==> config.mk <==
export PLATFORM = sky130hd
export DESIGN_NAME = imm_ext_stage
export DESIGN_NICKNAME = d
export VERILOG_FILES = /design/src/rtl/ext_pkg.sv /design/src/rtl/imm_ext_core.sv /design/src/rtl/imm_ext_stage.sv
export SDC_FILE = /design/constraint.sdc
export NUM_CORES = 1
export LEC_CHECK = 0
export CORE_ASPECT_RATIO = 0.9
export CORE_MARGIN = 3
export CORE_UTILIZATION = 55
export CTS_CLUSTER_DIAMETER = 30
export DETAILED_ROUTE_END_ITERATION = 12
export GPL_TIMING_DRIVEN = 1
export PLACE_DENSITY = 0.83
export SKIP_CTS_REPAIR_TIMING = 1
export SKIP_LAST_GASP = 1
export SLEW_MARGIN = 5
export SYNTH_ARGS = -nofsm -noshare
export SYNTH_HDL_FRONTEND = slang
export SYNTH_SLANG_ARGS = --single-unit
==> constraint.sdc <==
create_clock -name clk -period 3.7 [get_ports clk]
set_clock_uncertainty 0.15 [all_clocks]
set_input_delay 0.37 -clock clk [delete_from_list [all_inputs] [get_ports clk]]
set_output_delay 0.37 -clock clk [all_outputs]
set_load 0.01 [all_outputs]
==> src/rtl/ext_pkg.sv <==
// ============================================================================
// ext_pkg : extension-mode encodings shared by the immediate-extension stage
// Rev 1.0 : initial release
// ============================================================================
`default_nettype none

package ext_pkg;

  typedef logic [1:0] ext_mode_t;

  localparam ext_mode_t EXT_ZERO   = 2'b00;
  localparam ext_mode_t EXT_SIGN   = 2'b01;
  localparam ext_mode_t EXT_HIGH   = 2'b10;
  localparam ext_mode_t EXT_BRANCH = 2'b11;

endpackage

`default_nettype wire

==> src/rtl/imm_ext_core.sv <==
// ============================================================================
// imm_ext_core : combinational zero/sign/upper/branch-offset immediate extender
// Rev 1.0 : initial release
// ============================================================================
`default_nettype none

module imm_ext_core
  import ext_pkg::*;
#(
  parameter int IN_W  = 16,
  parameter int OUT_W = 32,
  parameter int SHAMT = 2
) (
  input  ext_mode_t        mode,
  input  logic [IN_W-1:0]  a,
  output logic [OUT_W-1:0] y
);

  logic [OUT_W-1:0] w_zext;
  logic [OUT_W-1:0] w_sext;
  logic [OUT_W-1:0] w_high;
  logic [OUT_W-1:0] w_branch;

  // A zero-width pad is illegal, so the equal-width case is split out.
  if (IN_W == OUT_W) begin : g_same_width
    assign w_zext = a;
    assign w_sext = a;
    assign w_high = a;
  end else begin : g_pad
    assign w_zext = {{(OUT_W-IN_W){1'b0}}, a};
    assign w_sext = {{(OUT_W-IN_W){a[IN_W-1]}}, a};
    assign w_high = {a, {(OUT_W-IN_W){1'b0}}};
  end

  assign w_branch = w_sext << SHAMT;

  always_comb begin
    y = w_zext;
    case (mode)
      EXT_ZERO:   y = w_zext;
      EXT_SIGN:   y = w_sext;
      EXT_HIGH:   y = w_high;
      EXT_BRANCH: y = w_branch;
      default:    y = w_zext;
    endcase
  end

endmodule

`default_nettype wire

==> src/rtl/imm_ext_stage.sv <==
// ============================================================================
// imm_ext_stage : registered immediate-extension stage, valid/ready + skid buffer
// Rev 1.0 : initial release
// ============================================================================
`default_nettype none

module imm_ext_stage
  import ext_pkg::*;
#(
  parameter int IN_W  = 16,
  parameter int OUT_W = 32,
  parameter int SHAMT = 2,
  parameter int TAG_W = 5
) (
  input  logic             clk,
  input  logic             rst,
  input  logic             flush,
  input  logic             in_valid,
  output logic             in_ready,
  input  ext_mode_t        in_mode,
  input  logic [IN_W-1:0]  in_imm,
  input  logic [TAG_W-1:0] in_tag,
  output logic             out_valid,
  input  logic             out_ready,
  output logic [OUT_W-1:0] out_data,
  output logic [TAG_W-1:0] out_tag
);

  logic [OUT_W-1:0] w_ext;
  logic             w_in_xfer;
  logic             w_out_free;

  logic             r_out_valid;
  logic [OUT_W-1:0] r_out_data;
  logic [TAG_W-1:0] r_out_tag;
  logic             r_skid_valid;
  logic [OUT_W-1:0] r_skid_data;
  logic [TAG_W-1:0] r_skid_tag;

  imm_ext_core #(
    .IN_W  (IN_W),
    .OUT_W (OUT_W),
    .SHAMT (SHAMT)
  ) u_core (
    .mode (in_mode),
    .a    (in_imm),
    .y    (w_ext)
  );

  // in_ready depends only on the skid flag, so out_ready never reaches it.
  assign in_ready   = !r_skid_valid;
  assign w_in_xfer  = in_valid && !r_skid_valid;
  assign w_out_free = !r_out_valid || out_ready;

  always_ff @(posedge clk or posedge rst) begin
    if (rst) begin
      r_out_valid  <= 1'b0;
      r_out_data   <= '0;
      r_out_tag    <= '0;
      r_skid_valid <= 1'b0;
      r_skid_data  <= '0;
      r_skid_tag   <= '0;
    end else if (flush) begin
      r_out_valid  <= 1'b0;
      r_skid_valid <= 1'b0;
    end else if (w_out_free) begin
      if (r_skid_valid) begin
        r_out_valid  <= 1'b1;
        r_out_data   <= r_skid_data;
        r_out_tag    <= r_skid_tag;
        r_skid_valid <= 1'b0;
      end else if (w_in_xfer) begin
        r_out_valid <= 1'b1;
        r_out_data  <= w_ext;
        r_out_tag   <= in_tag;
      end else begin
        r_out_valid <= 1'b0;
      end
    end else if (w_in_xfer) begin
      r_skid_valid <= 1'b1;
      r_skid_data  <= w_ext;
      r_skid_tag   <= in_tag;
    end
  end

  assign out_valid = r_out_valid;
  assign out_data  = r_out_data;
  assign out_tag   = r_out_tag;

endmodule

`default_nettype wire

==> metrics list <==
- Status: finished clean
- The worst hold path belongs to the class input port to asynchronous set/reset pin.
* Clock tree sinks: 76
- The most common cell in the synthesized netlist is dfrtp_1.
- The number of hold violations in the final report was 0.
- In this run the cell area of the synthesized design comes to 3750 µm².
* Remaining antenna violation count after routing: 0
- In this run, CTS created clock tree buffers numbering 9.
- Worst slew margin relative to its limit: 37.0%
* Synthesized area per cell: 10.7 µm²
- Power per standard cell area: 470 nW/µm²
- The pre-antenna-repair detailed-routing pass consisted of 4 iterations.
* Reg2Reg Launch Point: out_valid
- Tcrit/Tclk final: 61.4%
- Number of synthesized register bits: 76
- Max-slew violations: 0
- For this run, the top clock speed supported by timing is 440 MHz.
* Maximum buffer depth of the clock tree: 2
- For this configuration, the core starts out at a cell density of 59.1%.
* Fraction of the yosys area taken by sequential cells: 50.7%
- Of the cells placed in the final design, the portion with a size suffix greater than 1 is 12.5%.
- Top-level port count: 67
- Worst Tran Pin Value: 0.945 ns
- The first global-routing pass estimated 15400 µm of wire.
* Portion of synthesized cell area occupied by the leading cell type: 50.7%
- TritonCTS clock tree: done
- Maximum number of pins on one net before global-route repair: 40
- In this run the register-to-register setup slack is 1.73 ns.
- Area of the die: 7850 µm²
* DRT Wirelength: 8960 µm
- Core area: 6350 µm²
- Relative to the synthesized area, the layout overhead comes to 22.2%.
- In this run the static leakage power is 2.06 nW.
* H-tree level count: 3
* Antenna violations before repair: 0
- After synthesis, the cell types taking the most area are dfrtp_1 51%, mux2_2 6.0%, mux2i_1 5.9%.
* Wire length per cell: 18.1 µm
- The number of global-route vias before repair came to 3058.
- Buffers placed on the I/O ports in this run total 66.
- For the worst setup path, the data arrival time is 1.75 ns.
* Global router's overall resource usage: 24.8%
- Fraction of registers with async set/reset: 100%
* Worst hold-check slack: 0.181 ns
* Post-detail-place hpwl: 5770 µm
* Clock edge transition at the registers on the reported setup and hold paths: 0.08 ns
* Overall Power: 0.00216 W
- Counting every net in the synthesized netlist gives 378.
- Setup TNS: 0 ns
- Endpoint type of the worst setup path: primary output
- Antenna diode instance count: 0
- Setup repair after global routing left no endpoint under its margin.
* Total overflow reported by the global router: 0
- Critical path required time: 3.18 ns
- For the worst flop-to-flop path, the logic depth is 5.
- Yosys mapped a number of flops with a built-in enable equal to 0.
- Final Critical Period: 2.27 ns
- Vias per cell: 6.07
* Path type of the worst setup path: register to primary output
- Synthesis handed over a netlist of 350 instances.
- Setup violations remaining at the end of the flow were counted as 0.
- Critical path peak fanout: 39
- Summing over every cut layer, the via total after detailed routing is 3011.
- Final standard cell utilization of the core: 72.2%
- Counting instances in the post-synthesis netlist gives the leading cell types as 76 x dfrtp_1, 44 x o21ai_0, 30 x nor2_1, 27 x o31ai_1, 22 x mux2i_1.
- DRT iter0 DRCs: 201
- End of the worst register-to-register path: out_data[15]
* Insertion delay of the later-clocked pin in the worst-skew pair: 0.34 ns
* Die height: 84.3 µm
- For this run, the leading register cell type out of synthesis is dfrtp_1.
* Post-synth cell types: 33
- Number of nets in the finished design: 432
* Max Cap Violations: 0
- The tree is rooted in a clkbuf_8.
- Crit path launch type: register
- Leading area contributor after synthesis: dfrtp_1
- Peak VDD IR: 258 µV
- Die X: 93.1 µm
- Routability-driven placement finished with a final weighted congestion of 0.754.
* Warnings, synthesis: 0
- In the routed design, unresolved DRC markers number 0.
- Number of placement rows: 27
==> worst max-delay path by stage <==
stage	start	endpoint
6_report	r_skid_valid	in_ready
2_1_floorplan	rst	out_data[0]
3_3_place_gp	in_mode[1]	out_data[6]
5_1_grt	in_mode[1]	out_data[11]
3_5_place_dp	in_mode[1]	out_data[8]
4_1_cts	r_skid_valid	in_ready
==> where the power goes <==
group / total [W] / switching [W] / internal, W
registers: 0.00110 / 0.0000937 / 0.00100
clock network: 0.000550 / 0.000293 / 0.000257
logic: 0.000509 / 0.000233 / 0.000276
==> placed cells by master, fill, tap and decap left out, drive strengths merged, types with 14 or more instances in the layout <==
| cell | n |
|---|---|
| mux2i | 22 |
| clkdlybuf4s50 | 66 |
| a21oi | 14 |
| a211oi | 15 |
| mux2 | 25 |
| o21ai | 44 |
| inv | 18 |
| dfrtp | 76 |
| nor2 | 30 |
| o31ai | 28 |
==> per-stage QoR <==
step / area, µm² / cells / worst slack [ns]
floorplan: 3750 / 350 / 1.24
global placement: 4410 / 480 / 1.24
detailed placement: 4410 / 480 / 1.16
CTS: 4580 / 496 / 1.41
global route: 4580 / 496 / 1.31
finish: 4580 / 496 / 1.43
==> routing by layer <==
layer,track usage [%],routed length (µm),part of all wire [%]
met5,0,0,0
met4,5.19,51,0.57
met3,5.91,539,6.0
met2,38.9,4390,49
met1,35.4,3980,44
==> flip-flops by register name, indices dropped and copies added (netlist names) <==
signal	cells
out_data	32
r_skid_data	32
out_tag	5
r_skid_valid	1
r_skid_tag	5
out_valid	1
==> worst max-delay path, stage by stage (launching register included) <==
cell and delay [ns]:
dfrtp_1 0.36, buf_4 0.42, inv_1 0.12, clkdlybuf4s50_1 0.50
==> cell type report <==
cell class | count | area, µm²
Sequential cell | 76 | 1900
Fill cell | 496 | 1770
Multi-Input combinational cell | 223 | 1600
Timing Repair Buffer | 76 | 736
Clock buffer | 11 | 141
Tap cell | 87 | 109
Inverter | 18 | 67.6
Clock inverter | 5 | 27.5
==> cells by family after synthesis <==
group                  Yosys count  synth area share, %
DFF                             76                 50.7
AOI/OAI and AO/OA              130                 23.2
and+or+nand+nor                 46                 6.07
buffers and inverters           51                 6.64
muxes                           47                 13.4
Power figures use the tool's default switching activity.
